$ cat src/rtl/fifo_arb_pkg.sv
// rtl/fifo_arb_pkg.sv - shared state encoding and helpers for the fifo put arbiter
package fifo_arb_pkg;

    typedef enum logic {
        ST_IDLE = 1'b0,
        ST_OWN  = 1'b1
    } arb_state_e;

    // Ceiling log2, usable in parameter expressions; also used by fifo_controller.
    function automatic int clog2(input int value);
        int result;
        result = 0;
        for (int i = 0; i < 31; i++) begin
            if ((1 << i) < value) begin
                result = i + 1;
            end
        end
        return result;
    endfunction

endpackage

$ cat src/rtl/rr_priority_picker.sv
// rtl/rr_priority_picker.sv - round-robin request picker, searching from the slot after last_id
module rr_priority_picker
    import fifo_arb_pkg::*;
#(
    parameter  int NUM_REQ = 4,
    localparam int IDX_W   = clog2(NUM_REQ)
) (
    input  logic [NUM_REQ-1:0] req_i,
    input  logic [IDX_W-1:0]   last_id_i,
    output logic [NUM_REQ-1:0] pick_onehot_o,
    output logic [IDX_W-1:0]   pick_id_o,
    output logic               any_valid_o
);

    // rot_idx[k] is the producer examined k-th in this round's search order.
    logic [IDX_W-1:0] rot_idx [NUM_REQ];

    always_comb begin
        int pos;
        pos = 0;
        for (int k = 0; k < NUM_REQ; k++) begin
            pos = int'(last_id_i) + 1 + k;
            if (pos >= NUM_REQ) begin
                pos = pos - NUM_REQ;
            end
            rot_idx[k] = IDX_W'(pos);
        end
    end

    // Walk from the back so the earliest position in the search order wins.
    always_comb begin
        pick_onehot_o = '0;
        pick_id_o     = '0;
        any_valid_o   = 1'b0;
        for (int k = NUM_REQ - 1; k >= 0; k--) begin
            if (req_i[rot_idx[k]]) begin
                pick_onehot_o              = '0;
                pick_onehot_o[rot_idx[k]]  = 1'b1;
                pick_id_o                  = rot_idx[k];
                any_valid_o                = 1'b1;
            end
        end
    end

endmodule

$ cat src/rtl/fifo_put_arbiter.sv
// rtl/fifo_put_arbiter.sv - round-robin, burst-limited sharing of one FIFO put port
module fifo_put_arbiter
    import fifo_arb_pkg::*;
#(
    parameter  int NUM_REQ    = 4,
    parameter  int DATA_WIDTH = 8,
    parameter  int MAX_BURST  = 4,
    localparam int GRANT_W    = clog2(NUM_REQ)
) (
    input  logic                          in_clock,
    input  logic                          in_reset_n,
    input  logic [NUM_REQ-1:0]            in_req,
    input  logic [NUM_REQ*DATA_WIDTH-1:0] in_data,
    input  logic                          in_fifo_full,
    output logic [NUM_REQ-1:0]            out_ack,
    output logic                          out_put,
    output logic [DATA_WIDTH-1:0]         out_put_data,
    output logic [GRANT_W-1:0]            out_grant_id,
    output logic                          out_busy
);

    localparam int                 BEAT_W        = clog2(MAX_BURST + 1);
    localparam logic [BEAT_W-1:0]  LAST_BEAT     = BEAT_W'(MAX_BURST - 1);
    localparam logic [GRANT_W-1:0] RESET_LAST_ID = GRANT_W'(NUM_REQ - 1);

    arb_state_e         state_q, state_d;
    logic [GRANT_W-1:0] grant_id_q, grant_id_d;
    logic [GRANT_W-1:0] last_id_q, last_id_d;
    logic [NUM_REQ-1:0] grant_oh_q, grant_oh_d;
    logic [BEAT_W-1:0]  beat_cnt_q, beat_cnt_d;

    logic [NUM_REQ-1:0] pick_onehot;
    logic [GRANT_W-1:0] pick_id;
    logic               pick_valid;

    logic                  owner_req;
    logic                  put;
    logic [DATA_WIDTH-1:0] data_mux;

    rr_priority_picker #(
        .NUM_REQ(NUM_REQ)
    ) u_picker (
        .req_i        (in_req),
        .last_id_i    (last_id_q),
        .pick_onehot_o(pick_onehot),
        .pick_id_o    (pick_id),
        .any_valid_o  (pick_valid)
    );

    // grant_oh_q is non-zero only while a producer owns the port.
    assign owner_req = |(in_req & grant_oh_q);
    assign put       = (state_q == ST_OWN) && owner_req && !in_fifo_full;

    always_comb begin
        data_mux = '0;
        for (int i = 0; i < NUM_REQ; i++) begin
            if (grant_oh_q[i]) begin
                data_mux = data_mux | in_data[i*DATA_WIDTH +: DATA_WIDTH];
            end
        end
    end

    always_comb begin
        state_d    = state_q;
        grant_id_d = grant_id_q;
        grant_oh_d = grant_oh_q;
        last_id_d  = last_id_q;
        beat_cnt_d = beat_cnt_q;
        case (state_q)
            ST_IDLE: begin
                if (pick_valid) begin
                    state_d    = ST_OWN;
                    grant_id_d = pick_id;
                    grant_oh_d = pick_onehot;
                    beat_cnt_d = '0;
                end
            end
            ST_OWN: begin
                // A stalled owner withdrawing its request releases without a put.
                if (!owner_req || (put && (beat_cnt_q == LAST_BEAT))) begin
                    state_d    = ST_IDLE;
                    last_id_d  = grant_id_q;
                    grant_oh_d = '0;
                    beat_cnt_d = '0;
                end else if (put) begin
                    beat_cnt_d = beat_cnt_q + 1'b1;
                end
            end
        endcase
    end

    always_ff @(posedge in_clock or negedge in_reset_n) begin
        if (!in_reset_n) begin
            state_q    <= ST_IDLE;
            grant_id_q <= '0;
            grant_oh_q <= '0;
            last_id_q  <= RESET_LAST_ID;
            beat_cnt_q <= '0;
        end else begin
            state_q    <= state_d;
            grant_id_q <= grant_id_d;
            grant_oh_q <= grant_oh_d;
            last_id_q  <= last_id_d;
            beat_cnt_q <= beat_cnt_d;
        end
    end

    assign out_put      = put;
    assign out_ack      = grant_oh_q & {NUM_REQ{put}};
    assign out_put_data = data_mux;
    assign out_grant_id = grant_id_q;
    assign out_busy     = (state_q == ST_OWN);

    ack_onehot_a: assert property (@(posedge in_clock) disable iff (!in_reset_n)
        $onehot0(out_ack));
    no_put_when_full_a: assert property (@(posedge in_clock) disable iff (!in_reset_n)
        !(out_put && in_fifo_full));

endmodule

$ cat config.mk
export PLATFORM = sky130hd
export DESIGN_NAME = fifo_put_arbiter
export DESIGN_NICKNAME = d
export VERILOG_FILES = /design/src/rtl/fifo_arb_pkg.sv /design/src/rtl/rr_priority_picker.sv /design/src/rtl/fifo_put_arbiter.sv
export SDC_FILE = /design/constraint.sdc
export NUM_CORES = 1
export LEC_CHECK = 0
export BUFFER_PORTS_ARGS = -buffer_cell sky130_fd_sc_hd__buf_4
export CAP_MARGIN = 20
export CORE_ASPECT_RATIO = 0.9
export CORE_MARGIN = 2
export CORE_UTILIZATION = 40
export CTS_CLUSTER_SIZE = 30
export DETAILED_ROUTE_END_ITERATION = 10
export PLACE_DENSITY = 0.65
export SLEW_MARGIN = 20
export SYNTH_ARGS = -nofsm -noshare
export SYNTH_HDL_FRONTEND = slang
export SYNTH_HIERARCHICAL = 1
export SYNTH_SLANG_ARGS = --single-unit
$ cat constraint.sdc
create_clock -name in_clock -period 6.95 [get_ports in_clock]
set_input_delay 1.39 -clock in_clock [delete_from_list [all_inputs] [get_ports in_clock]]
set_output_delay 1.39 -clock in_clock [all_outputs]
set_load 0.005 [all_outputs]
==> out/metrics.cfg <==
[layout]
multi_input_area_um2 = 966
area_delta_synth_final_pct = 35.1
nNetsFinal = 255
num_antenna_cells = 0
seq_area_um2 = 303
drive_above_1_share_pct = 34.6
nFillCells = 290
finish.utilization_pct = 57.7

[sta]
hold_violations = 0
tightest_slew_ns = 0.606
report.final.slew_viol_count = 0
setup_tns_ns = 0
rsz0062_at_grt = no
max_slew_margin_pct = 58.5
period_minus_slack_ns = 3.82
clock-skew-final_ns = 0.00337
fin_crit_sh_pct = 54.9
fmax_mhz = 262
setup_viol = 0

[critical_path]
worstSetupEndpointType = output port
worstPathArrival_ns = 2.43
worstSetupPathType = primary input to output port
r2r_start = last_id_q[0]$_DFFE_PN1P_
crit_chain = buf_4 > a22oi_1 > a21oi_1 > and2_1 > buf_4
crit_start = in_req[2]
cp_max_fo = 6
crit_top_cell = buf_4
worst-path-buf-inv = 2
crit_slowest_cell = a22oi_1
max_stage_delay_ns = 0.35
cp-start-kind = primary input
crit_family = compound AO/OA/AOI/OAI gates
cp.required_ns = 5.56

[floorplan]
die_h_um = 58.7
initial_core_util_pct = 42.7
core_mm2 = 0.00311
num_rows = 19
die-width_um = 64.8
io_pins = 55
dieArea_mm2 = 0.00381

[cts]
cts_root_buffer = clkbuf_8
cts_buffers = 3
clkLatencyLatePin_ns = 0.24
ctsHoldBuffers = 0
cts_num_sinks = 12
h-tree-depth = 1
cts_resized = 0
cts_tree = yes
post_cts_buffers = 0
clk_pin_slew_worst_paths_ns = 0.05
clock_path_buffers = 2

[place]
portBuffers = 54
place_congestion = 0.877
hpwl_mm = 3.23

[synthesis]
syn_inst = 154
yosys_warnings = 6
synthDistinctLibCells = 38
synth_top_cell_area_share_pct = 18.8
yosysMostFrequentCell = a22oi_1
synth_top_area_cell = dfrtp_1
synth_top_flop_cell = dfrtp_1
syn-num-nets = 203
synthArstFlopShare_pct = 100
synth_area_leaders = dfrtp_1 (19%), a22oi_1 (10%), ha_1 (9.4%), mux2i_1 (6.0%), mux2_2 (4.2%)
synth.avg_cell_area_um2 = 8.64
synth_area_mm2 = 0.00133
synth_seq_area_share_pct = 22.7
synthTopCellsByCount = a22oi_1 (18), nand2_1 (15), a21oi_1 (10), dfrtp_1 (10), ha_1 (10)
synth-edff-count = 0
ys_ff_latch = 12

[drt]
drt_iter0_markers = 115
antenna_left = 0
vias = 1409
avgRoutedWirePerCell_um = 16.2
drc_errors = 0
drt_first_pass_iters = 4
viasPerCell = 5.70
wirelength_mm = 3.99

[power]
leakage_nw = 0.831
power_density_mw_per_mm2 = 379
irDropWorstVdd_mv = 0.229
total_power_uw = 681

[grt]
grt_overflow = 0
antenna_found_initial = 0
grt_usage_pct = 20.9
grt_pass1_vias = 1283
grt_pass1_wl_mm = 6.28
grt_max_degree = 19

[status]
outcome = complete, no violations

[min_path]
min_from = beat_cnt_q[2]$_DFFE_PN0P_
worstHoldPathType = flip-flop to flip-flop

[flow_run]
maxCapViolCount = 0

==> cell families after synthesis <==
| group | after synthesis | share of synthesized area (%) |
|---|---|---|
| AOI/OAI and AO/OA | 56 | 30.4 |
| adders and majority gates | 10 | 9.40 |
| and+or+nand+nor | 46 | 18.0 |
| buffers and inverters | 14 | 4.70 |
| DFF | 12 | 22.7 |
| muxes | 16 | 14.8 |
==> power by group <==
group | leakage (nW) | switching (mW) | internal (mW)
Combinational | 0.657 | 0.225 | 0.227
Sequential | 0.151 | 0.0642 | 0.0988
Clock | 0.0228 | 0.0260 | 0.0404
==> layer usage <==
layer	routed length (um)	GRT usage, %	vias up
met2	2140	35.6	25
met5	0	0	-
met3	94	2.29	2
met1	1730	29.2	686
met4	24	3.65	0
li1	-	-	696
==> cell usage in the layout, fill, tap and decap left out, drive strengths merged <==
| master | instances |
|---|---|
| dfstp | 2 |
| o32a | 2 |
| mux2i | 9 |
| a211o | 2 |
| clkbuf | 4 |
| a31oi | 2 |
| nand2 | 15 |
| and2 | 4 |
| a22o | 2 |
| o21bai | 1 |
| a211oi | 1 |
| nand4 | 3 |
| and3 | 1 |
| and4b | 1 |
| ha | 10 |
| mux4 | 1 |
| nor2b | 4 |
| mux2 | 6 |
| o211ai | 6 |
| nor2 | 4 |
| a21boi | 1 |
| nand3 | 7 |
| nand2b | 5 |
| a21oi | 10 |
| o21ai | 5 |
| inv | 7 |
| a22oi | 18 |
| o2111ai | 3 |
| dfrtp | 10 |
| or2 | 1 |
| or4 | 1 |
| buf | 54 |
| o22a | 3 |
==> flip-flops by register name, indices dropped and copies added (netlist names) <==
register      cells
beat_cnt_q        3
grant_oh_q        4
last_id_q         2
out_busy          1
out_grant_id      2
==> final timing paths <==
| path | endpoint | slack (ns) | depth (start not counted) |
|---|---|---|---|
| max in group asynchronous | last_id_q[0]$_DFFE_PN1P_ | 5.75 | 1 |
| min reg2reg | beat_cnt_q[2]$_DFFE_PN0P_ | 0.53 | 2 |
| min | beat_cnt_q[2]$_DFFE_PN0P_ | 0.53 | 2 |
| max | out_ack[1] | 3.13 | 5 |
| min in group asynchronous | grant_oh_q[3]$_DFFE_PN0P_ | 0.97 | 1 |
| max reg2reg | grant_oh_q[2]$_DFFE_PN0P_ | 4.00 | 7 |
==> worst min-delay path, stage by stage (launching register included) <==
cell and delay (ns):
dfrtp_1 0.36, nand2_1 0.06, o211ai_1 0.07
==> area by class of cell <==
type,count,area share (%)
Multi-Input combinational cell,128,53.7
Timing Repair Buffer,54,22.5
Sequential cell,12,16.8
Tap cell,42,2.92
Clock buffer,4,2.51
Inverter,7,1.46
==> per-stage QoR <==
step / hold WS (ns) / worst slack [ns] / instance area (um2) / instances
6_report: 0.529 / 3.13 / 1800 / 247
3_3_place_gp: 0.503 / 3.22 / 1750 / 243
4_1_cts: 0.537 / 3.15 / 1800 / 247
5_1_grt: 0.561 / 3.08 / 1800 / 247
3_5_place_dp: 0.526 / 3.15 / 1750 / 243
2_1_floorplan: 0.488 / 3.55 / 1330 / 154
Power figures use the tool's default switching activity.
